==> config.mk <==
export PLATFORM = sky130hd
export DESIGN_NAME = adaptive_green_scheduler
export DESIGN_NICKNAME = d
export VERILOG_FILES = /design/src/rtl/adaptation_pkg.sv /design/src/rtl/green_timer.sv /design/src/rtl/adaptive_green_scheduler.sv
export SDC_FILE = /design/constraint.sdc
export NUM_CORES = 1
export LEC_CHECK = 0
export CORE_MARGIN = 2
export CORE_UTILIZATION = 30
export CTS_BUF_LIST = sky130_fd_sc_hd__clkbuf_2
export DETAILED_ROUTE_END_ITERATION = 7
export SETUP_SLACK_MARGIN = 0.2
export SLEW_MARGIN = 20
export SYNTH_ARGS = -nofsm -noshare
export SYNTH_HDL_FRONTEND = slang
export SYNTH_SLANG_ARGS = --single-unit
==> constraint.sdc <==
create_clock -name clk -period 4.5 [get_ports clk]
set_clock_uncertainty 0.05 [all_clocks]
set_input_delay 1.125 -clock clk [delete_from_list [all_inputs] [get_ports clk]]
set_output_delay 1.125 -clock clk [all_outputs]
set_load 0.05 [all_outputs]
==> src/rtl/adaptation_pkg.sv <==
// Shared state codes, width helpers, clamp and parameter-legality checks for the
// adaptive green scheduler.
package adaptation_pkg;

  localparam logic [1:0] IDLE    = 2'd0;
  localparam logic [1:0] ACCUM   = 2'd1;
  localparam logic [1:0] COMPUTE = 2'd2;
  localparam logic [1:0] GREEN   = 2'd3;

  function automatic int road_w(input int n);
    return (n < 2) ? 1 : $clog2(n);
  endfunction

  function automatic int sum_w(input int cnt_w, input int n);
    return cnt_w + road_w(n);
  endfunction

  function automatic int clamp(input int v, input int lo, input int hi);
    if (v < lo) return lo;
    if (v > hi) return hi;
    return v;
  endfunction

  function automatic bit params_ok(input int n, input int tg_w, input int tmin, input int tmax);
    return (n >= 2) && ((n & (n - 1)) == 0) && (tmin >= 1) && (tmax >= tmin) &&
           (tmax <= (1 << tg_w) - 1);
  endfunction

endpackage

==> src/rtl/green_timer.sv <==
// Green-phase countdown: load has priority, one decrement per tick, one-cycle done pulse
// on the 1->0 transition. Never stalls; ticks at zero are ignored.
module green_timer #(
  parameter int TG_W = 8
) (
  input  logic            clk,
  input  logic            reset,
  input  logic            load,
  input  logic [TG_W-1:0] load_val,
  input  logic            tick,
  output logic [TG_W-1:0] remaining,
  output logic            done
);

  always_ff @(posedge clk) begin
    if (reset) begin
      remaining <= '0;
      done      <= 1'b0;
    end else begin
      done <= 1'b0;
      if (load) begin
        remaining <= load_val;
      end else if (tick && remaining != '0) begin
        remaining <= remaining - TG_W'(1);
        done      <= (remaining == TG_W'(1));
      end
    end
  end

endmodule

==> src/rtl/adaptive_green_scheduler.sv <==
// Adapts one road's green time from its count vs the junction average, then runs it down.
// Result NUM_ROADS+1 edges after start; start is ignored unless IDLE (no queueing).
module adaptive_green_scheduler
  import adaptation_pkg::*;
#(
  parameter int NUM_ROADS  = 4,
  parameter int CNT_W      = 8,
  parameter int TG_W       = 8,
  parameter int GAIN_SHIFT = 1,
  parameter int TG_MIN     = 5,
  parameter int TG_MAX     = 60
) (
  input  logic                      clk,
  input  logic                      reset,
  input  logic                      start,
  input  logic [road_w(NUM_ROADS)-1:0] road_sel,
  input  logic                      tick_en,
  input  logic [NUM_ROADS*CNT_W-1:0] count,
  input  logic [NUM_ROADS*TG_W-1:0]  tg_init,
  output logic [NUM_ROADS*TG_W-1:0]  tg_out,
  output logic                      busy,
  output logic [road_w(NUM_ROADS)-1:0] active_road,
  output logic [TG_W-1:0]           remaining,
  output logic                      phase_done
);

  localparam int ROAD_W = road_w(NUM_ROADS);
  localparam int SUM_W  = sum_w(CNT_W, NUM_ROADS);

  if (!params_ok(NUM_ROADS, TG_W, TG_MIN, TG_MAX)) begin : g_bad_params
    $fatal(1, "adaptive_green_scheduler: illegal NUM_ROADS/TG_MIN/TG_MAX");
  end

  logic [1:0]        state;
  logic [CNT_W-1:0]  count_a [NUM_ROADS];
  logic [TG_W-1:0]   tg_init_a [NUM_ROADS];
  logic [CNT_W-1:0]  snap [NUM_ROADS];
  logic [TG_W-1:0]   tbl [NUM_ROADS];
  logic [SUM_W-1:0]  sum;
  logic [ROAD_W-1:0] idx;
  logic [CNT_W-1:0]  avg;
  logic signed [CNT_W:0] diff;
  logic signed [CNT_W:0] adj;
  logic [TG_W-1:0]   tg_new;

  for (genvar r = 0; r < NUM_ROADS; r++) begin : g_pack
    assign count_a[r]                = count[r*CNT_W +: CNT_W];
    assign tg_init_a[r]              = tg_init[r*TG_W +: TG_W];
    assign tg_out[r*TG_W +: TG_W]    = tbl[r];
  end

  // Base is always tg_init, so repeated phases never compound the adjustment.
  always_comb begin
    avg    = CNT_W'(sum >> ROAD_W);
    diff   = $signed({1'b0, snap[active_road]}) - $signed({1'b0, avg});
    adj    = diff >>> GAIN_SHIFT;
    tg_new = TG_W'(clamp(int'(tg_init_a[active_road]) + int'(adj), TG_MIN, TG_MAX));
  end

  always_ff @(posedge clk) begin
    if (reset) begin
      state       <= IDLE;
      active_road <= '0;
      sum         <= '0;
      idx         <= '0;
      for (int r = 0; r < NUM_ROADS; r++) tbl[r] <= tg_init_a[r];
    end else begin
      case (state)
        IDLE: begin
          if (start) begin
            active_road <= road_sel;
            for (int r = 0; r < NUM_ROADS; r++) snap[r] <= count_a[r];
            sum   <= '0;
            idx   <= '0;
            state <= ACCUM;
          end
        end
        ACCUM: begin
          sum <= sum + SUM_W'(snap[idx]);
          idx <= idx + ROAD_W'(1);
          if (idx == ROAD_W'(NUM_ROADS - 1)) state <= COMPUTE;
        end
        COMPUTE: begin
          tbl[active_road] <= tg_new;
          state            <= GREEN;
        end
        default: begin
          // Leave GREEN one cycle after the final tick so the done cycle still rejects start.
          if (phase_done) state <= IDLE;
        end
      endcase
    end
  end

  assign busy = (state != IDLE);

  green_timer #(.TG_W(TG_W)) u_timer (
    .clk       (clk),
    .reset     (reset),
    .load      (state == COMPUTE),
    .load_val  (tg_new),
    .tick      (tick_en && state == GREEN),
    .remaining (remaining),
    .done      (phase_done)
  );

endmodule

==> impl_metrics.yaml <==
floorplan:
  num_io_pins: 114
  rows: 48
  core_mm2: 0.01712
  die_width_um: 135.5
  start_util: 0.3030
  fp.dieArea_mm2: 0.01835
  die_h_um: 135.5
sta:
  finalSetupViolCount: 8
  fmax_mhz: 219.5
  setup_ws_ns: -0.05612
  rsz0062_at_grt: "true"
  post-route-min-period_ns: 4.556
  finalHoldViolations: 0
  worstMarginPinSlew_ns: 0.6249
  hold-worst-slack_ns: 0.4417
  maxSlewViolCount: 0
  relSlewSlack: 0.5834
  post-route-period-util: 1.012
detailed_routing:
  routed_wl_mm: 13.28
  wl_met2_mm: 6.625
  drc: 0
  met3_length_um: 969
  top_layer: "met4"
  first_iter_violations: 233
  vias: 4110
  wl_per_cell_um: 15.94
  drt-met1-wl_mm: 5.485
  antenna_left: 0
  drt-pass1-iter-count: 5
  vias_per_cell: 4.934
power:
  power.density_mw_per_mm2: 602.1
  vdd_drop_max_mv: 0.2739
  clock_power_share: 0.110
  power_leakage_nw: 2.705
  p_sw_frac: 0.4120
  seqPwrFrac: 0.263
  switchingPower_mw: 1.783
  p_comb_frac: 0.627
  power.internal_mw: 2.544
yosys:
  yosysSeqAreaShare: 0.4825
  synthTopCellsByArea: "edfxtp_1 37%, dfxtp_1 11%, mux4_2 10%"
  syn_avg_cell_area_um2: 11.71
  ys_ff_latch: 93
  yosys.area.top_type: "edfxtp_1"
  ys_types: 54
  synthFlopType: "edfxtp_1"
  postSynthCellCount: 443
  yosys_warnings: 0
  synth_edf_count: 64
  syn_nets: 547
  syn_area_mm2: 0.005186
  async_reset_ff_frac: 0
  synth.most_common_cell: "edfxtp_1"
  synthTopCellsByCount: "64 x edfxtp_1, 39 x nand2_1, 31 x ha_1, 31 x nor2_1"
  yosysTopAreaCellShare: 0.3706
place:
  port_buffers: 113
  gp_congestion: 0.8355
  dp_hpwl_mm: 10.31
  place_inst: 805
  placed_cell_area_mm2: 0.006862
finish:
  instances_no_fill: 833
  final_layout_size_suffix_gt1_frac: 0.2023
  design_area_mm2: 0.007187
  antenna_cells: 0
  area_growth_pct: 38.58
  num-nets-final: 707
  fillers: 1622
setup_path:
  worstSetupStartpointType: "flip-flop"
  worstSetupPathType: "reg -> reg"
  r2r_slack_ns: -0.06
  cp_data_required_time_ns: 4.90
  critPathMaxFanout: 6
  critical_path_arrival_ns: 4.95
  worst_setup_path_end_kind: "flip-flop"
clock_tree:
  cts_max_level: 3
  clock_path_buffers: 2
  cts_num_sinks: 93
  cts_tree: "built"
  numCtsBuffers: 9
  path_clk_slew_ns: 0.25
  clk_latency_ns: 0.58
  root_buffer: "clkbuf_2"
  cts_hold_buf: 0
run:
  drv_cap: 0
grt:
  grt_max_degree: 33
  antenna_found_initial: 0
  grt_first_pass_wirelength_mm: 20.72
  grt_usage: 0.1467
  grt_pass1_vias: 4164
  overflow: 0
outcome:
  failed_checks: "setup timing"
  status: "complete, but fails checks"
hold_path:
  hp-class: "reg -> reg"
path summary, 6_finish.rpt:
check                 startpoint             endpoint  cells past startpoint
max                    flip-flop  tbl[1][1]$_DFFE_PP_                     16
min          sum[7]$_SDFFE_PP0P_  sum[7]$_SDFFE_PP0P_                      2
max reg2reg            flip-flop  tbl[1][1]$_DFFE_PP_                     16
min reg2reg  sum[7]$_SDFFE_PP0P_  sum[7]$_SDFFE_PP0P_                      2
power groups by stage:
stage	logic [mW]	clock network, mW	registers, mW
floorplan	1.35	0	1.28
global placement	2.31	0	1.16
detailed placement	2.35	0	1.16
CTS	2.56	0.499	1.14
global route	2.95	0.529	1.15
finish	2.71	0.477	1.14
placed cells by master (no fill, tap or decap), types with 6 or more instances in the layout:
cell             netlist  routed
nand2b_1               8       8
a21o_1                 6       6
nand2_1               39      39
o21ai_0               29      19
clkbuf_2               0       9
xor2_1                11      11
xnor2_1               14      14
a21oi_1               16      14
clkdlybuf4s50_1        0     113
inv_1                 22      22
buf_4                  0      51
ha_1                  31      30
nand3_1               11      10
a22oi_1               10      10
dfxtp_1               29      28
nor3_1                10      10
edfxtp_1              64      64
o21ai_1                1       9
and2_1                 9       9
mux4_2                24      24
nor2_1                31      28
metrics by stage:
step | setup slack [ns] | setup TNS (ns) | power [mW] | util
floorplan | 0.1680 | 0 | 2.630 | -
global placement | -0.3653 | -6.674 | 3.465 | 0.4009
detailed placement | -0.3764 | -7.489 | 3.510 | 0.4009
CTS | -0.01064 | -0.01874 | 4.195 | 0.4145
global route | -0.2321 | -3.783 | 4.634 | 0.4199
finish | -0.05612 | -0.2607 | 4.327 | 0.4199
final cells by class:
type | instances | area, µm² | area share
sequential | 93 | 2506 | 0.3487
tap | 225 | 281.5 | 0.03917
clock buffer | 9 | 45.04 | 0.006267
multi-input combinational | 311 | 2638 | 0.3670
clock inverter | 7 | 97.59 | 0.01358
inverter | 22 | 82.58 | 0.01149
timing repair buffer | 166 | 1536 | 0.2138
flip-flops by register name (all words and copies together) (netlist names), named ones only:
signal,count
snap,32
tbl,32
sum,10
u_timer.remaining,8
active_road,2
idx,2
state,2
u_timer.done,1
worst max-delay path, cell delays in order, from the launching register on:
cell,delay [ns]
dfxtp_4,0.46
mux4_2,0.57
ha_4,0.23
o21a_1,0.10
o21a_1,0.19
o21a_1,0.18
o21ai_2,0.14
nand2b_1,0.08
xor2_1,0.15
ha_1,0.38
o211ai_1,0.19
o211a_1,0.29
o211ai_1,0.25
nand2_1,0.12
o32a_4,0.40
or4_4,0.48
o21ai_2,0.15
logic make-up after synthesis:
group | synth area share
AND/OR/NAND/NOR | 0.1168
AO/OA/AOI/OAI | 0.1356
flip-flops | 0.4825
buffers and inverters | 0.02847
adder cells (fa/ha/maj) | 0.08637
multiplexers | 0.1081
XOR/XNOR | 0.04222
timing repair:
item | 4_1_cts | 5_1_grt
setup buffers | 6 | 6
setup endpoints to repair | 30 | 30
gates resized for setup | 18 | 10
pin swaps | 16 | 3
metal layers:
| metal | GRT usage | vias up |
|---|---|---|
| met5 | 0 | - |
| met4 | 0.04803 | 0 |
| met3 | 0.03816 | 14 |
| met2 | 0.2614 | 158 |
| met1 | 0.1720 | 1960 |
| li1 | - | 1978 |
Note: power is estimated with default switching activity, not from simulation.
